--- src/rtl/tt_arith_pkg.sv ---
// Shared types and constants for the tile arithmetic pipeline.
// Width-dependent constants are derived from the defaults below.
package tt_arith_pkg;

    typedef enum logic [1:0] {
        MODE_ADD     = 2'b00,
        MODE_SUB     = 2'b01,
        MODE_ACC     = 2'b10,
        MODE_ACC_SAT = 2'b11
    } mode_e;

    localparam int DEF_WIDTH = 8;
    localparam int DEF_CNT_W = 4;

    localparam logic [DEF_WIDTH-1:0] DEF_ONES    = {DEF_WIDTH{1'b1}};
    localparam logic [DEF_CNT_W-1:0] DEF_CNT_MAX = {DEF_CNT_W{1'b1}};

endpackage

--- src/rtl/tt_arith_core.sv ---
// Combinational datapath: add, subtract, accumulate, saturating accumulate.
module tt_arith_core
    import tt_arith_pkg::*;
#(
    parameter int WIDTH = DEF_WIDTH
) (
    input  logic [WIDTH-1:0] a_i,
    input  logic [WIDTH-1:0] b_i,
    input  logic [WIDTH-1:0] acc_i,
    input  mode_e            mode_i,
    output logic [WIDTH-1:0] nxt_o,
    output logic             carry_o,
    output logic             sat_o
);

    localparam logic [WIDTH-1:0] ONES = {WIDTH{1'b1}};

    logic [WIDTH:0] add_s;
    logic [WIDTH:0] sub_s;
    logic [WIDTH:0] acc_s;

    assign add_s = {1'b0, a_i} + {1'b0, b_i};
    // Top bit of the extended difference is the borrow (a < b).
    assign sub_s = {1'b0, a_i} - {1'b0, b_i};
    assign acc_s = {1'b0, a_i} + {1'b0, acc_i};

    always_comb begin
        nxt_o   = add_s[WIDTH-1:0];
        carry_o = add_s[WIDTH];
        sat_o   = 1'b0;
        unique case (mode_i)
            MODE_ADD: begin
                nxt_o   = add_s[WIDTH-1:0];
                carry_o = add_s[WIDTH];
            end
            MODE_SUB: begin
                nxt_o   = sub_s[WIDTH-1:0];
                carry_o = sub_s[WIDTH];
            end
            MODE_ACC: begin
                nxt_o   = acc_s[WIDTH-1:0];
                carry_o = acc_s[WIDTH];
            end
            MODE_ACC_SAT: begin
                if (acc_s[WIDTH]) begin
                    nxt_o   = ONES;
                    carry_o = 1'b1;
                    sat_o   = 1'b1;
                end else begin
                    nxt_o   = acc_s[WIDTH-1:0];
                    carry_o = 1'b0;
                end
            end
        endcase
    end

endmodule

--- src/rtl/tt_arith_pipe.sv ---
// Registered arithmetic unit with valid/ready handshake, accumulator
// and saturating accumulate-event counter.
module tt_arith_pipe
    import tt_arith_pkg::*;
#(
    parameter int WIDTH = DEF_WIDTH,
    parameter int CNT_W = DEF_CNT_W
) (
    input  logic             clk,
    input  logic             rst,
    input  logic             in_valid,
    output logic             in_ready,
    input  logic [WIDTH-1:0] a,
    input  logic [WIDTH-1:0] b,
    input  logic [1:0]       mode,
    input  logic             clear_acc,
    output logic             out_valid,
    input  logic             out_ready,
    output logic [WIDTH-1:0] result,
    output logic             carry,
    output logic             sat,
    output logic [CNT_W-1:0] acc_count
);

    localparam logic [CNT_W-1:0] CNT_MAX = {CNT_W{1'b1}};
    localparam logic [CNT_W-1:0] CNT_ONE = {{(CNT_W-1){1'b0}}, 1'b1};

    logic             valid_q, valid_d;
    logic [WIDTH-1:0] res_q, res_d;
    logic             carry_q, carry_d;
    logic             sat_q, sat_d;
    logic [WIDTH-1:0] acc_q, acc_d;
    logic [CNT_W-1:0] cnt_q, cnt_d;

    logic             accept;
    logic             is_acc;
    mode_e            mode_m;
    logic [WIDTH-1:0] acc_eff;
    logic [WIDTH-1:0] core_nxt;
    logic             core_carry;
    logic             core_sat;

    assign mode_m   = mode_e'(mode);
    assign is_acc   = mode[1];
    assign in_ready = !valid_q || out_ready;
    assign accept   = in_valid && in_ready;
    // A clear in the same cycle makes the accepted beat start from zero.
    assign acc_eff  = clear_acc ? '0 : acc_q;

    tt_arith_core #(
        .WIDTH (WIDTH)
    ) u_core (
        .a_i     (a),
        .b_i     (b),
        .acc_i   (acc_eff),
        .mode_i  (mode_m),
        .nxt_o   (core_nxt),
        .carry_o (core_carry),
        .sat_o   (core_sat)
    );

    always_comb begin
        valid_d = valid_q;
        res_d   = res_q;
        carry_d = carry_q;
        sat_d   = sat_q;
        acc_d   = acc_eff;
        cnt_d   = clear_acc ? '0 : cnt_q;
        if (accept) begin
            valid_d = 1'b1;
            res_d   = core_nxt;
            carry_d = core_carry;
            sat_d   = core_sat;
            if (is_acc) begin
                acc_d = core_nxt;
                if (clear_acc) begin
                    cnt_d = CNT_ONE;
                end else if (cnt_q != CNT_MAX) begin
                    cnt_d = cnt_q + CNT_ONE;
                end
            end
        end else if (valid_q && out_ready) begin
            valid_d = 1'b0;
        end
    end

    always_ff @(posedge clk) begin
        if (rst) begin
            valid_q <= 1'b0;
            res_q   <= '0;
            carry_q <= 1'b0;
            sat_q   <= 1'b0;
            acc_q   <= '0;
            cnt_q   <= '0;
        end else begin
            valid_q <= valid_d;
            res_q   <= res_d;
            carry_q <= carry_d;
            sat_q   <= sat_d;
            acc_q   <= acc_d;
            cnt_q   <= cnt_d;
        end
    end

    assign out_valid = valid_q;
    assign result    = res_q;
    assign carry     = carry_q;
    assign sat       = sat_q;
    assign acc_count = cnt_q;

endmodule

--- config.mk ---
export PLATFORM = sky130hd
export DESIGN_NAME = tt_arith_pipe
export DESIGN_NICKNAME = d
export VERILOG_FILES = /design/src/rtl/tt_arith_pkg.sv /design/src/rtl/tt_arith_core.sv /design/src/rtl/tt_arith_pipe.sv
export SDC_FILE = /design/constraint.sdc
export NUM_CORES = 1
export LEC_CHECK = 0
export ABC_AREA = 1
export ABC_CLOCK_PERIOD_IN_PS = 3800
export CORE_MARGIN = 2
export CORE_UTILIZATION = 58
export DETAILED_ROUTE_END_ITERATION = 8
export GPL_TIMING_DRIVEN = 1
export PLACE_DENSITY = 0.86
export SYNTH_ARGS = -nofsm -noshare
export SYNTH_HDL_FRONTEND = slang
export SYNTH_SLANG_ARGS = --single-unit
--- constraint.sdc ---
create_clock -name clk -period 3.8 [get_ports clk]
set_input_delay 0.38 -clock clk [delete_from_list [all_inputs] [get_ports clk]]
set_output_delay 0.38 -clock clk [all_outputs]
set_load 0.02 [all_outputs]
==> metrics.cfg <==
[routing]
drcViolationCount = 0
drtAntennaViolNets = 0
via_per_inst = 5.40
num_vias = 2386
drt_pre_antenna_iters = 4
drt_iter0_drc = 175
postRouteWirelength_mm = 5.53
wl_per_cell_um = 12.5

[setup_path]
worst_setup_path_start_kind = input port
worstSetupPathType = in -> reg
cp_data_required_time_ns = 3.97
cp-end-kind = flop
crit_path_max_fanout = 10
arrival_ns = 2.69
worstReg2RegEnd = acc_q[0]
rrSetupSlack_ns = 1.77
r2r_cells = 12
r2r_start = acc_q[0]

[power_and_ir_drop]
p_per_area_nw_per_um2 = 259
ir_drop_mv = 0.256
p_leak_nw = 1.42

[sta]
finalHoldViolCount = 0
slew_viol_final = 0
hold_slack_ns = 0.476
setup_tns_ns = 0
min_period_over_period_pct = 66.5
setup_violations = 0
rsz0062_at_grt = no
fin_skew_ns = 0.00278
fin_crit_ns = 2.53
worstMarginPinSlew_ns = 0.527
clock.fmax_mhz = 396
slew_headroom_pct = 64.8

[place]
placed_area_um2 = 2640
routabilityCongestion = 0.928
hpwlAfterDp_mm = 4.43
port_buffers = 38
post-place-cells = 438

[yosys]
yosysTopAreaCellShare_pct = 20.4
ys_async_sr_fraction_pct = 0
ys_seq_area_share_pct = 20.4
ys.warnings.count = 0
synthFlopType = dfxtp_1
ys_ff_latch = 23
synth_area_leaders = dfxtp_1 20%, ha_1 14%, nand2_1 12%
synth-edff-count = 0
yosys.area.top_type = dfxtp_1
syn_avg_cell_area_um2 = 6.23
synth_nets = 413
syn_area_um2 = 2260
syn_inst = 362
synth.distinct_cells = 32

[min_path]
hp-start = result[1]
min_path_type = reg -> reg
hold_depth = 2
min_to = result[1]

[job]
cap_violations = 0

[grt]
grt_overflow = 0
grt_pass1_vias = 2219
grt_pass1_wl_mm = 9.40
antenna_found_initial = 0
grt_max_degree = 18
grtUsageTotal_pct = 27.4

[die]
start_util_pct = 61.2
die_w_um = 66.4
fp-row-count = 22
core_area_um2 = 3690
dieArea_um2 = 4400
die_h_um = 66.4
io_pins = 39

[final_layout]
multiInputGateArea_um2 = 1490
register_area_um2 = 460
postLayoutCellArea_um2 = 2680
final_nets = 446
final_cells = 442
antenna_cells = 0
area.growth.synth_to_final_pct = 18.9
final_layout_size_suffix_gt1_share_pct = 4.57
fillers = 338

[clocking]
cts_tree = done
clk_pin_slew_ns = 0.08
h-tree-depth = 1
cts_buffers = 3
cts_hold_buffers = 0
cts_resized = 0
clock_path_buffers = 2
post-cts-setup-buffers = 0
clockRootBuffer = clkbuf_8
cts.sinks = 23
clk_latency_ns = 0.27

[outcome]
outcome = complete, no violations

-- power by group --
| group | internal, mW | total (mW) | switching, mW | leakage (nW) |
|---|---|---|---|---|
| Sequential | 0.257 | 0.265 | 0.00764 | 0.189 |
| Combinational | 0.111 | 0.272 | 0.161 | 1.20 |
| Clock | 0.0751 | 0.157 | 0.0819 | 0.0228 |
| Total | 0.443 | 0.694 | 0.251 | 1.42 |
-- logic make-up after synthesis --
family,Yosys count,share of synthesized area [%]
and+or+nand+nor,173,34.0
buffers and inverters,74,13.5
AOI/OAI and AO/OA,61,14.4
adders and majority gates,28,16.5
DFF,23,20.4
xor gates and xnor gates,3,1.16
-- cell usage in the layout, fill, tap and decap left out, types with 3 or more instances in the layout --
master	netlist	layout
a21oi_1	25	25
clkbuf_8	0	3
clkdlybuf4s50_1	0	38
dfxtp_1	23	23
fa_1	3	3
ha_1	25	25
inv_1	59	59
inv_2	4	4
nand2_1	72	72
nand2_2	3	3
nand3_1	36	36
nand4_1	7	7
nor2_1	44	44
o21ai_0	27	27
-- stage by stage --
step                power (mW)  utilization [%]  setup slack (ns)
floorplan                0.454                -              1.57
global placement         0.536             71.5              1.12
detailed placement       0.539             71.5              1.04
CTS                      0.691             72.7              1.29
global route             0.742             72.7              1.09
finish                   0.694             72.7              1.27
-- worst max-delay path, cell delays in order --
cell and delay, ns:
clkdlybuf4s50_1 0.46, buf_4 0.16, inv_1 0.08, nand2_1 0.09, inv_1 0.05, ha_1 0.20
fa_1 0.40, nand2_1 0.08, nand2_1 0.10, nand3_1 0.12, nand3_2 0.12, nand2_4 0.16
nand2_2 0.07, o21ai_0 0.17, inv_1 0.06
-- cells in the mapped netlist (2+ instances only) --
cell type,instances
a21oi_1,25
buf_2,3
buf_4,6
clkbuf_1,2
dfxtp_1,23
fa_1,3
ha_1,25
inv_1,59
inv_2,4
nand2_1,72
nand2_2,3
nand3_1,36
nand3_2,2
nand3b_1,2
nand4_1,7
nor2_1,44
nor3_1,2
o21a_1,2
o21ai_0,27
o21ai_1,2
xor2_1,2
-- registers in the layout, summed over array words and instances, names as in the netlist --
name and count:
sat 1, carry 1, out_valid 1, acc_q 8
result 8, acc_count 4
-- worst max-delay path by stage --
stage	start	end	slack, ns
after detailed placement	clear_acc	result[6]	1.04
after CTS	clear_acc	acc_q[0]	1.29
after global placement	clear_acc	result[5]	1.12
final	clear_acc	acc_q[0]	1.27
after global routing	clear_acc	result[5]	1.09
after floorplan	clear_acc	acc_q[4]	1.57
-- cell type report --
class | count | share of cell area, %
tap | 48 | 2.24
timing repair buffer | 39 | 14.5
sequential | 23 | 17.2
multi-input combinational | 265 | 55.6
clock buffer | 4 | 1.68
inverter | 63 | 8.82
-- metal layers --
layer	track usage, %	share of wire, %	vias up
met5	0	0	-
met4	10.7	2.4	0
met3	3.75	5.2	16
met2	46.1	46	78
met1	35.2	46	1060
li1	-	-	1232
Power figures use the tool's default switching activity.
